--- config.mk ---
export PLATFORM = sky130hd
export DESIGN_NAME = haz_mem_port_arbiter
export DESIGN_NICKNAME = d
export VERILOG_FILES = /design/src/rtl/haz_mem_port_arbiter.sv
export SDC_FILE = /design/constraint.sdc
export NUM_CORES = 1
export LEC_CHECK = 0
export ABC_AREA = 1
export BUFFER_PORTS_ARGS = -buffer_cell sky130_fd_sc_hd__buf_4
export CAP_MARGIN = 25
export CORE_MARGIN = 2
export CORE_UTILIZATION = 35
export CTS_BUF_LIST = sky130_fd_sc_hd__clkbuf_4
export DETAILED_ROUTE_END_ITERATION = 8
export GPL_TIMING_DRIVEN = 0
export PLACE_DENSITY_LB_ADDON = 0.2
export SLEW_MARGIN = 20
export SYNTH_ARGS = -nofsm -noshare
export SYNTH_HDL_FRONTEND = slang
export SYNTH_SLANG_ARGS = --single-unit
--- constraint.sdc ---
create_clock -name clk -period 1.6 [get_ports clk]
set_input_delay 0.08 -clock clk [delete_from_list [all_inputs] [get_ports clk]]
set_output_delay 0.08 -clock clk [all_outputs]
set_load 0.05 [all_outputs]
--- src/rtl/haz_mem_port_arbiter.sv ---
// Arbiter and access sequencer for the single memory port shared by instruction
// fetch and data access; reports per-requester stalls as the structural hazard.
module haz_mem_port_arbiter #(
    parameter int LAT_W      = 3,
    parameter int STARVE_MAX = 4
) (
    input  logic             clk,
    input  logic             rst,
    input  logic             if_req,
    input  logic             mem_req,
    input  logic [LAT_W-1:0] mem_lat,
    input  logic             flush,
    output logic             if_gnt,
    output logic             mem_gnt,
    output logic             if_done,
    output logic             mem_done,
    output logic             port_sel,
    output logic             port_busy,
    output logic             stall_if,
    output logic             stall_mem,
    output logic             str_haz,
    output logic [3:0]       starve_cnt
);

    typedef enum logic [1:0] {
        IDLE,
        BUSY_IF,
        BUSY_MEM
    } state_e;

    localparam logic [3:0] STARVE_LIM = 4'(STARVE_MAX);

    state_e           state_q;
    logic [LAT_W-1:0] cnt_q;
    logic [3:0]       starve_q;
    logic             port_sel_q;
    logic             if_gnt_q;
    logic             mem_gnt_q;

    logic ifr;
    logic win_if;
    logic cnt_zero;

    // A flushed fetch never competes; a starved fetch beats a contending MEM.
    assign ifr      = if_req && !flush;
    assign win_if   = ifr && (!mem_req || (starve_q == STARVE_LIM));
    assign cnt_zero = (cnt_q == '0);

    // NOTE: all state is updated with non-blocking assignments so every register
    // samples the pre-edge values, regardless of statement order in the block.
    always_ff @(posedge clk) begin
        if (rst) begin
            state_q    <= IDLE;
            cnt_q      <= '0;
            starve_q   <= '0;
            port_sel_q <= 1'b0;
            if_gnt_q   <= 1'b0;
            mem_gnt_q  <= 1'b0;
        end else begin
            if_gnt_q  <= 1'b0;
            mem_gnt_q <= 1'b0;
            case (state_q)
                IDLE: begin
                    if (win_if) begin
                        state_q    <= BUSY_IF;
                        cnt_q      <= mem_lat;
                        port_sel_q <= 1'b0;
                        if_gnt_q   <= 1'b1;
                        starve_q   <= '0;
                    end else if (mem_req) begin
                        state_q    <= BUSY_MEM;
                        cnt_q      <= mem_lat;
                        port_sel_q <= 1'b1;
                        mem_gnt_q  <= 1'b1;
                        if (!ifr) begin
                            starve_q <= '0;
                        end else if (starve_q != STARVE_LIM) begin
                            starve_q <= starve_q + 4'd1;
                        end
                    end else begin
                        starve_q <= '0;
                    end
                end
                BUSY_IF: begin
                    // A flush abandons the fetch outright, even on its last cycle.
                    if (flush || cnt_zero) begin
                        state_q <= IDLE;
                        cnt_q   <= '0;
                    end else begin
                        cnt_q <= cnt_q - LAT_W'(1);
                    end
                end
                BUSY_MEM: begin
                    if (cnt_zero) begin
                        state_q <= IDLE;
                    end else begin
                        cnt_q <= cnt_q - LAT_W'(1);
                    end
                end
                default: begin
                    state_q <= IDLE;
                    cnt_q   <= '0;
                end
            endcase
        end
    end

    assign if_gnt     = if_gnt_q;
    assign mem_gnt    = mem_gnt_q;
    assign if_done    = (state_q == BUSY_IF) && cnt_zero && !flush;
    assign mem_done   = (state_q == BUSY_MEM) && cnt_zero;
    assign port_sel   = port_sel_q;
    assign port_busy  = (state_q != IDLE);
    assign stall_if   = if_req && (state_q != BUSY_IF);
    assign stall_mem  = mem_req && (state_q != BUSY_MEM);
    assign str_haz    = stall_if || stall_mem;
    assign starve_cnt = starve_q;

endmodule
==> results of run 1 <==
-- flip-flops by register name (all words and copies together), names as in the netlist --
| name | flops |
|---|---|
| if_gnt | 1 |
| cnt_q | 3 |
| port_sel | 1 |
| state_q | 2 |
| mem_gnt | 1 |
| starve_cnt | 4 |
-- cell families after synthesis --
kind of cell,Yosys count,synth area share
simple gates,50,0.308
flops,12,0.340
fa+ha+maj,4,0.0708
buf+inv,20,0.117
compound gates,19,0.165
-- worst reg2reg max path, cell delays in order, from the launching register on --
cell and delay, ns:
dfxtp_1 0.31, inv_1 0.12, ha_1 0.25, nand2_2 0.13
o21ai_2 0.21, inv_1 0.10, nand2_1 0.07, a21oi_1 0.05
-- layout by cell type (no fill, tap or decap), types with 2 or more instances in the layout --
cell type  count
inv_1         16
dfxtp_1       12
nor2_1         7
buf_4         18
inv_2          2
nor3_1         2
o21ai_0        3
buf_6          2
a21oi_1       10
ha_1           4
nand3_1       10
clkbuf_4       3
nand2_2        2
nand2_1       26
-- what timing repair did --
action	in CTS	in global routing
endpoints found under the hold margin	0	0
gates resized for setup	0	2
setup endpoints to repair	0	2
-- final timing paths --
kind	start	to	slack [ns]	depth (start not counted)
hold / removal	mem_req	mem_gnt	0.07	3
setup / recovery	cnt_q[0]	if_done	0.10	5
hold reg to reg	cnt_q[0]	cnt_q[0]	0.47	2
setup reg to reg	cnt_q[0]	cnt_q[0]	0.23	7
-- routing by layer --
layer / vias to the layer above / global-route usage / wire length, um
li1: 382 / - / -
met1: 317 / 0.164 / 756
met2: 12 / 0.221 / 733
met3: 2 / 0.0245 / 47
met4: 0 / 0.0762 / 14
met5: - / 0 / 0
-- cell type report --
class | instances | share of cell area
timing repair buffer | 19 | 0.157
clock inverter | 1 | 0.00403
buffer | 2 | 0.0161
tap | 27 | 0.0363
inverter | 18 | 0.0726
clock buffer | 3 | 0.0242
sequential | 12 | 0.258
multi-input combinational | 73 | 0.431
-- per-stage QoR --
| stage | area (sq um) | power (uW) | utilization | setup slack (ns) | hold slack, ns |
|---|---|---|---|---|---|
| 2_1_floorplan | 722 | 549 | - | 0.0710 | 0.210 |
| 3_3_place_gp | 898 | 619 | 0.463 | 0.194 | 0.363 |
| 3_5_place_dp | 898 | 623 | 0.463 | 0.186 | 0.366 |
| 4_1_cts | 925 | 814 | 0.476 | 0.0239 | 0.0670 |
| 5_1_grt | 931 | 855 | 0.479 | 0.0209 | 0.0756 |
| 6_report | 931 | 805 | 0.479 | 0.104 | 0.0730 |
-- where the power goes --
group          internal (uW)  switching (uW)
Sequential               318            14.7
Clock                   90.1            97.9
Combinational           93.8             191
Total                    502             304
==> key figures, run 1 <==
Timing
  – Worst Tran Pin Value: 0.461 ns
  – Final Max Tran Viols: 0
  – Max-slew headroom: 0.693
  – Worst Skew: 0.0124 ns
  – FMAX: 668 MHz
  – TNS Setup: 0 ns
  – Final Critical Period: 1.50 ns
  – Final Hold Viols: 0
  – Unrepaired setup endpoints after global routing: false
  – Final period util: 0.935
  – Setup violators final: 0

Critical path
  – Worst Path Max Fanout: 4
  – Worst setup EP type: output port
  – Worst Setup Path Type: flop to output port
  – Crit start category: flop
  – Delay-heaviest family, CP: flip-flops
  – WP data required: 1.52 ns
  – CP Buf/Inv Count: 2
  – Worst stage delay on the critical path: 0.31 ns
  – Max stage delay cell, worst path: dfxtp_1
  – Worst EP arrival: 1.42 ns
  – Cell Chain, Critical Path: inv_1 > ha_1 > nand2_2 > nor4_4 > buf_6

Clocking
  – CTS tree: yes
  – CTS HTree Levels: 1
  – Clock transition at the registers of the reported paths: 0.08 ns
  – CTS root buffer: clkbuf_4
  – Post-CTS Setup Bufs: 0
  – Hold buffer count at cts: 0
  – Num CTS Buffers: 3
  – Skew-Pair Late Insertion Delay: 0.27 ns
  – Clock buffer depth: 2
  – CTS sink cnt: 12

Final layout
  – Nets@finish: 141
  – Layout Cells excl Fill: 155
  – Area Growth Syn to Fin: 31.7%
  – Filler cells: 223
  – Diodes inserted: 0
  – Multi-input logic area: 402 sq um
  – Storage cell area: 240 sq um
  – Layout cell share with drive strength beyond 1: 0.250

Synth
  – Syn avg cell area: 6.73 sq um
  – Syn Std Cell Area: 707 sq um
  – Most used DFF post-synth: dfxtp_1
  – YS warnings: 0
  – Sequential area share after synthesis: 0.340
  – Top cells by area, synth: dfxtp_1 34%, nand2_1 14%, inv_1 8.5%
  – Most frequent cells after synthesis: 27 x nand2_1, 16 x inv_1, 12 x dfxtp_1
  – Share of the synthesized area in the top cell type: 0.340
  – Post-synth cell types: 22
  – EDFF count, synth: 0
  – FFs w/ async S/R, synth: 0
  – #FFs+latches synth: 12
  – Post-synth top area cell: dfxtp_1
  – Syn Nets: 117
  – Post-Syn Instances: 105
  – Most frequent cell after synthesis: nand2_1

Floorplanning
  – Io pins: 21
  – Rows: 16
  – Initial core utilization: 0.364
  – Die Span Y: 48.9 um
  – Die Wd: 48.9 um
  – Core area: 0.00194 sq mm
  – Die Area: 0.00240 sq mm

Drt
  – Vias per Instance: 4.60
  – Routed wire per std cell: 10.0 um
  – Initial drt markers: 7
  – Routed vias: 713
  – WL final: 1550 um
  – Remaining antenna violation count: 0
  – Drt pass-1 iters: 3
  – DRC Markers: 0

Pwr
  – Leakage Power: 0.000440 uW
  – Maximum VDD drop: 0.000496 V
  – Pwr dens: 865 mW/mm^2

Placement
  – # placed instances: 151
  – Port Buffers: 19
  – GP Congestion: 0.757
  – Post-DP HPWL: 1250 um

Global route
  – Vias in the first global route: 611
  – First-pass GRT wire length: 2550 um
  – Initial antenna violation count: 0
  – Total congestion overflow: 0
  – Largest net degree at the start of global routing: 11
  – Global-route usage over all layers: 0.134

Run status
  – Status: completed

Min path
  – Hold crit path type: input pin to flop

Flow run
  – Max cap viols: 0
Power figures use the tool's default switching activity.
==> run 2: changes to the inputs <==
- CORE_UTILIZATION: 35 -> 52
==> key figures, run 2 (synthesized netlist as in run 1, its figures left out) <==
Drt
  – Drt pass-1 iters: 4 (+1)
  – Vias per Instance: 5.18 (+13%)
  – WL final: 1590 um (+2.3%)
  – DRC Markers: 0 (unchanged)
  – Routed wire per std cell: 11.2 um (+12%)
  – Routed vias: 736 (+3.2%)
  – Remaining antenna violation count: 0 (unchanged)
  – Initial drt markers: 5 (-2)

Global route
  – First-pass GRT wire length: 2280 um (-11%)
  – Global-route usage over all layers: 0.212 (+0.0781)
  – Largest net degree at the start of global routing: 11 (unchanged)
  – Vias in the first global route: 569 (-6.9%)
  – Initial antenna violation count: 0 (unchanged)
  – Total congestion overflow: 0 (unchanged)

Pwr
  – Leakage Power: 0.000438 uW (-0.36%)
  – P_sw: 295 uW (-3.1%)
  – Pwr dens: 869 mW/mm^2 (+0.46%)
  – Pint: 498 uW (-0.65%)
  – Clock group share of total power: 0.218 (-0.015)
  – Reg power frac: 0.420 (+0.007)
  – Combinational Power Share: 0.362 (+0.008)
  – Maximum VDD drop: 0.000506 V (+1.9%)
  – Switching Fraction: 0.372 (-0.00579)

Final layout
  – Layout Cells excl Fill: 142 (-8.4%)
  – Multi-input logic area: 402 sq um (unchanged)
  – Filler cells: 119 (-47%)
  – Utilization after layout: 0.710 (+0.230)
  – Max reg flops: 4 (unchanged)
  – Most common cell after layout, fill and taps aside: nand2_1
  – Area Growth Syn to Fin: 29.0%
  – Layout cell share with drive strength beyond 1: 0.252 (+0.00197)
  – Nets@finish: 141 (unchanged)
  – Storage cell area: 240 sq um (unchanged)
  – Most frequent cells in the layout: 26 x nand2_1, 18 x buf_4, 16 x inv_1
  – Diodes inserted: 0 (unchanged)

Clocking
  – Skew-Pair Late Insertion Delay: 0.26 ns (about the same)
  – CTS sink cnt: 12 (unchanged)
  – CTS tree: yes
  – Clock buffer depth: 2 (unchanged)
  – CTS root buffer: clkbuf_4
  – Clock transition at the registers of the reported paths: 0.06 ns (-0.02 ns)
  – Num CTS Buffers: 3 (unchanged)
  – CTS HTree Levels: 1 (unchanged)
  – Hold buffer count at cts: 0 (unchanged)

Placement
  – # placed instances: 139 (-7.9%)
  – GP Congestion: 0.785 (+3.7%)
  – Post-DP HPWL: 1270 um (+1.7%)
  – Port Buffers: 19 (unchanged)

Critical path
  – Critical R2R Launch: cnt_q[0]
  – Worst Setup Path Type: flop to output port
  – Crit path launch: cnt_q[0]
  – Crit start category: flop
  – Worst setup EP type: output port
  – Worst Path Max Fanout: 4 (unchanged)
  – WP data required: 1.52 ns (about the same)
  – Worst EP arrival: 1.41 ns (about the same)

Min path
  – Min-delay src: mem_req
  – Hold crit path type: input pin to flop

Floorplanning
  – Io pins: 21 (unchanged)
  – Die Wd: 40.9 um (-16%)
  – Core area: 0.00128 sq mm (-34%)
  – Rows: 13 (-3)
  – Initial core utilization: 0.550 (+0.186)
  – Die Span Y: 40.9 um (-16%)
  – Die Area: 0.00167 sq mm (-30%)

Run status
  – Status: completed

Timing
  – Worst Skew: 0.00522 ns (-0.00718 ns)
  – Setup violators final: 0 (unchanged)
  – TNS Setup: 0 ns (unchanged)
  – Final Critical Period: 1.49 ns (-0.00426 ns)
  – Unrepaired setup endpoints after global routing: false
  – Final Max Tran Viols: 0 (unchanged)
  – Final period util: 0.932 (-0.00267)
  – Max-slew headroom: 0.702 (+0.00948)
  – Hold_ws: 0.0991 ns (+0.0261 ns)
  – Final Hold Viols: 0 (unchanged)
  – FMAX: 670 MHz (+0.29%)
  – Worst Tran Pin Value: 0.447 ns (-0.0142 ns)

Flow run
  – Max cap viols: 0 (unchanged)
run 2: cell count changes in the layout (fill, tap and decap cells not counted):
| cell | delta |
|---|---|
| clkinv_1 | -1 |
run 2: routing by layer:
layer	global-route usage	up-vias	wire length (um)
li1	-	382	-
met1	0.219	335	670
met2	0.406	17	832
met3	0.0489	2	71
met4	0.0750	0	12
met5	0	-	0
run 2: critical path, stage by stage, from the launching register on:
cell and delay [ns]:
dfxtp_1 0.31, inv_1 0.12, ha_1 0.25, nand2_2 0.13
nor4_4 0.16, buf_6 0.19
run 2: cell type report:
cell class              instances  area share
multi-input cells              73       0.440
flip-flops and latches         12       0.263
repair buffers                 19       0.160
inverters                      18      0.0741
clock buffers                   3      0.0247
well taps                      15      0.0206
plain buffers                   2      0.0165
run 2: power by group through the flow:
| stage | sequential, uW | clock (uW) | combinational, uW |
|---|---|---|---|
| 4_1_cts | 333 | 181 | 285 |
| 2_1_floorplan | 359 | 0 | 190 |
| 5_1_grt | 335 | 196 | 312 |
| 3_3_place_gp | 338 | 0 | 279 |
| 6_report | 333 | 173 | 287 |
| 3_5_place_dp | 340 | 0 | 283 |
run 2: worst paths after layout:
kind | end | slack (ns) | cells after the start
setup / recovery | if_done | 0.11 | 5
hold / removal | mem_gnt | 0.1 | 3
setup reg to reg | cnt_q[0] | 0.22 | 7
hold reg to reg | cnt_q[1] | 0.46 | 2
run 2: per-stage QoR:
| step | cell area, sq um | power, uW | worst slack (ns) |
|---|---|---|---|
| 3_5_place_dp | 883 | 623 | 0.197 |
| 6_report | 912 | 793 | 0.108 |
| 3_3_place_gp | 883 | 617 | 0.197 |
| 2_1_floorplan | 722 | 549 | 0.0710 |
| 5_1_grt | 912 | 843 | 0.0316 |
| 4_1_cts | 906 | 799 | 0.0366 |
run 2: timing repair:
item,CTS,global route
setup buffers,0,0
endpoints found under the setup margin,0,1
gates resized for setup,0,2
==> run 3: changes to the inputs <==
- CORE_UTILIZATION: 52 -> 47
- clock period: 1.6 -> 1.3 ns (I/O delays scaled with it)
==> key figures, run 3 (synthesized netlist as in run 1, its figures left out) <==
Timing
  – FMAX: 766 MHz
  – Final period util: 1.00
  – Max-slew headroom: 0.734 (+0.0312)
  – Unrepaired setup endpoints after global routing: true
  – Final Max Tran Viols: 0 (unchanged)
  – Hold_ws: 0.0773 ns (-0.0218 ns)
  – Worst Skew: 0.00530 ns (+0.0000829 ns)
  – Worst Tran Pin Value: 0.400 ns (-0.0468 ns)
  – Final worst slack: -0.00526 ns (-0.114 ns)
  – Final Critical Period: 1.31 ns
  – Setup violators final: 1 (+1)
  – Final Hold Viols: 0 (unchanged)

Clocking
  – CTS root buffer: clkbuf_4
  – CTS HTree Levels: 1 (unchanged)
  – Hold buffer count at cts: 0 (unchanged)
  – CTS tree: yes
  – Clock buffer depth: 2 (unchanged)
  – Skew-Pair Late Insertion Delay: 0.27 ns (about the same)
  – CTS sink cnt: 12 (unchanged)
  – Num CTS Buffers: 3 (unchanged)
  – Clock transition at the registers of the reported paths: 0.07 ns (about the same)

Global route
  – First-pass GRT wire length: 2720 um (+19%)
  – Vias in the first global route: 608 (+6.9%)
  – Global-route usage over all layers: 0.200 (-0.0128)
  – Initial antenna violation count: 0 (unchanged)
  – Total congestion overflow: 0 (unchanged)
  – Largest net degree at the start of global routing: 11 (unchanged)

Critical path
  – Critical R2R Launch: cnt_q[0]
  – Worst setup EP type: output port
  – WP data required: 1.24 ns (-0.28 ns)
  – Worst stage delay on the critical path: 0.32 ns (about the same)
  – R2R cell count: 8 (+1)
  – Max stage delay cell, worst path: dfxtp_2
  – Worst Path Max Fanout: 4 (unchanged)
  – Worst reg2reg path endpoint: cnt_q[1]
  – CP Buf/Inv Count: 2 (unchanged)
  – Crit start category: flop
  – Cell Chain, Critical Path: inv_2 > ha_4 > nand2_4 > nor4_4 > buf_6
  – Worst Setup Path Type: flop to output port
  – Worst EP arrival: 1.24 ns (-0.17 ns)
  – Worst path depth: 5 (unchanged)
  – Delay-heaviest family, CP: flip-flops
  – R2R setup slack: 0.04 ns (-0.18 ns)

Final layout
  – Post-route cell area: 0.00102 sq mm (+12%)
  – Layout cell share with drive strength beyond 1: 0.412 (+0.160)
  – Most frequent cells in the layout: 26 x nand2_1, 18 x buf_4, 14 x inv_1
  – Nets@finish: 144 (+2.1%)
  – Filler cells: 108 (-9.2%)
  – Most common cell after layout, fill and taps aside: nand2_1
  – Diodes inserted: 0 (unchanged)
  – Max reg flops: 4 (unchanged)
  – Area Growth Syn to Fin: 45.0%

Drt
  – Vias per Instance: 5.16 (-0.49%)
  – WL final: 1770 um (+11%)
  – Routed wire per std cell: 12.1 um (+8.4%)
  – Initial drt markers: 18 (+13)
  – Drt pass-1 iters: 4 (unchanged)
  – DRC Markers: 0 (unchanged)
  – Routed vias: 753 (+2.3%)
  – Remaining antenna violation count: 0 (unchanged)

Floorplanning
  – Die Area: 0.00183 sq mm (+9.6%)
  – Io pins: 21 (unchanged)
  – Die Wd: 42.8 um (+4.7%)
  – Initial core utilization: 0.524 (-0.0265)
  – Die Span Y: 42.8 um (+4.7%)
  – Rows: 13 (unchanged)
  – Core area: 0.00135 sq mm (+5.1%)

Pwr
  – Leakage Power: 0.000478 uW (+9.2%)
  – Maximum VDD drop: 0.000729 V (+44%)
  – Pwr dens: 1040 mW/mm^2 (+19%)

Min path
  – Min-delay src: mem_req
  – Hold crit path type: input pin to flop
  – Hold-critical path depth: 3 (unchanged)
  – WHS Endpoint: mem_gnt

Placement
  – GP Congestion: 0.845 (+7.6%)
  – Port Buffers: 19 (unchanged)
  – Post-DP HPWL: 1190 um (-6.2%)
  – Post-place instance area: 898 sq um (+1.7%)

Run status
  – Violated checks: setup timing
  – Status: finished, violations left

Flow run
  – Max cap viols: 0 (unchanged)
[run 3: worst reg2reg max path, delay by kind of cell, from the launching register on]
kind | cells | cell delay, ns
buffers and inverters | 2 | 0.19
flip-flops | 1 | 0.33
AO/OA/AOI/OAI | 2 | 0.30
adder cells (fa/ha/maj) | 1 | 0.16
AND/OR/NAND/NOR | 3 | 0.22
[run 3: power breakdown]
| group | switching [uW] | total, uW | internal (uW) | leakage [uW] |
|---|---|---|---|---|
| Combinational | 274 | 429 | 155 | 0.000362 |
| Clock | 110 | 221 | 111 | 0.0000154 |
| Sequential | 19.6 | 412 | 393 | 0.000101 |
| Total | 404 | 1060 | 659 | 0.000478 |
[run 3: cell type report]
type	instances	area, sq um	share of cell area
Multi-Input combinational cell	73	465	0.454
Sequential cell	12	251	0.245
Timing Repair Buffer	22	180	0.176
Inverter	18	67.6	0.0659
Clock buffer	3	22.5	0.0220
Tap cell	15	18.8	0.0183
Buffer	2	15.0	0.0147
Clock inverter	1	3.75	0.00366
[run 3: routing by layer]
layer,track usage,share of wire
met5,0,0
met4,0.0375,0.0034
met3,0.0766,0.072
met2,0.306,0.48
met1,0.266,0.44
[run 3: worst max-delay path by stage]
| stage | from | end | slack, ns |
|---|---|---|---|
| after floorplan | cnt_q[0] | if_done | -0.08 |
| final | cnt_q[0] | if_done | -0.005 |
| after global placement | cnt_q[0] | cnt_q[1] | -0.1 |
| after detailed placement | cnt_q[0] | cnt_q[1] | -0.11 |
| after CTS | cnt_q[0] | if_done | 0.0006 |
| after global routing | cnt_q[0] | if_done | -0.06 |
[run 3: through the flow]
| step | power, uW | cells | util | TNS [ns] | setup slack (ns) |
|---|---|---|---|---|---|
| floorplan | 680 | 105 | - | -0.0947 | -0.0777 |
| CTS | 1030 | 145 | 0.721 | 0 | 0.000600 |
| detailed placement | 768 | 139 | 0.665 | -0.324 | -0.114 |
| finish | 1060 | 146 | 0.759 | -0.00526 | -0.00526 |
| global route | 1130 | 146 | 0.759 | -0.240 | -0.0551 |
| global placement | 762 | 139 | 0.665 | -0.278 | -0.0979 |
[run 3: repair_timing]
action | in CTS | in global routing
endpoints found under the setup margin | 8 | 10
setup buffers | 2 | 1
gates resized for setup | 10 | 13
pin swaps | 1 | 1
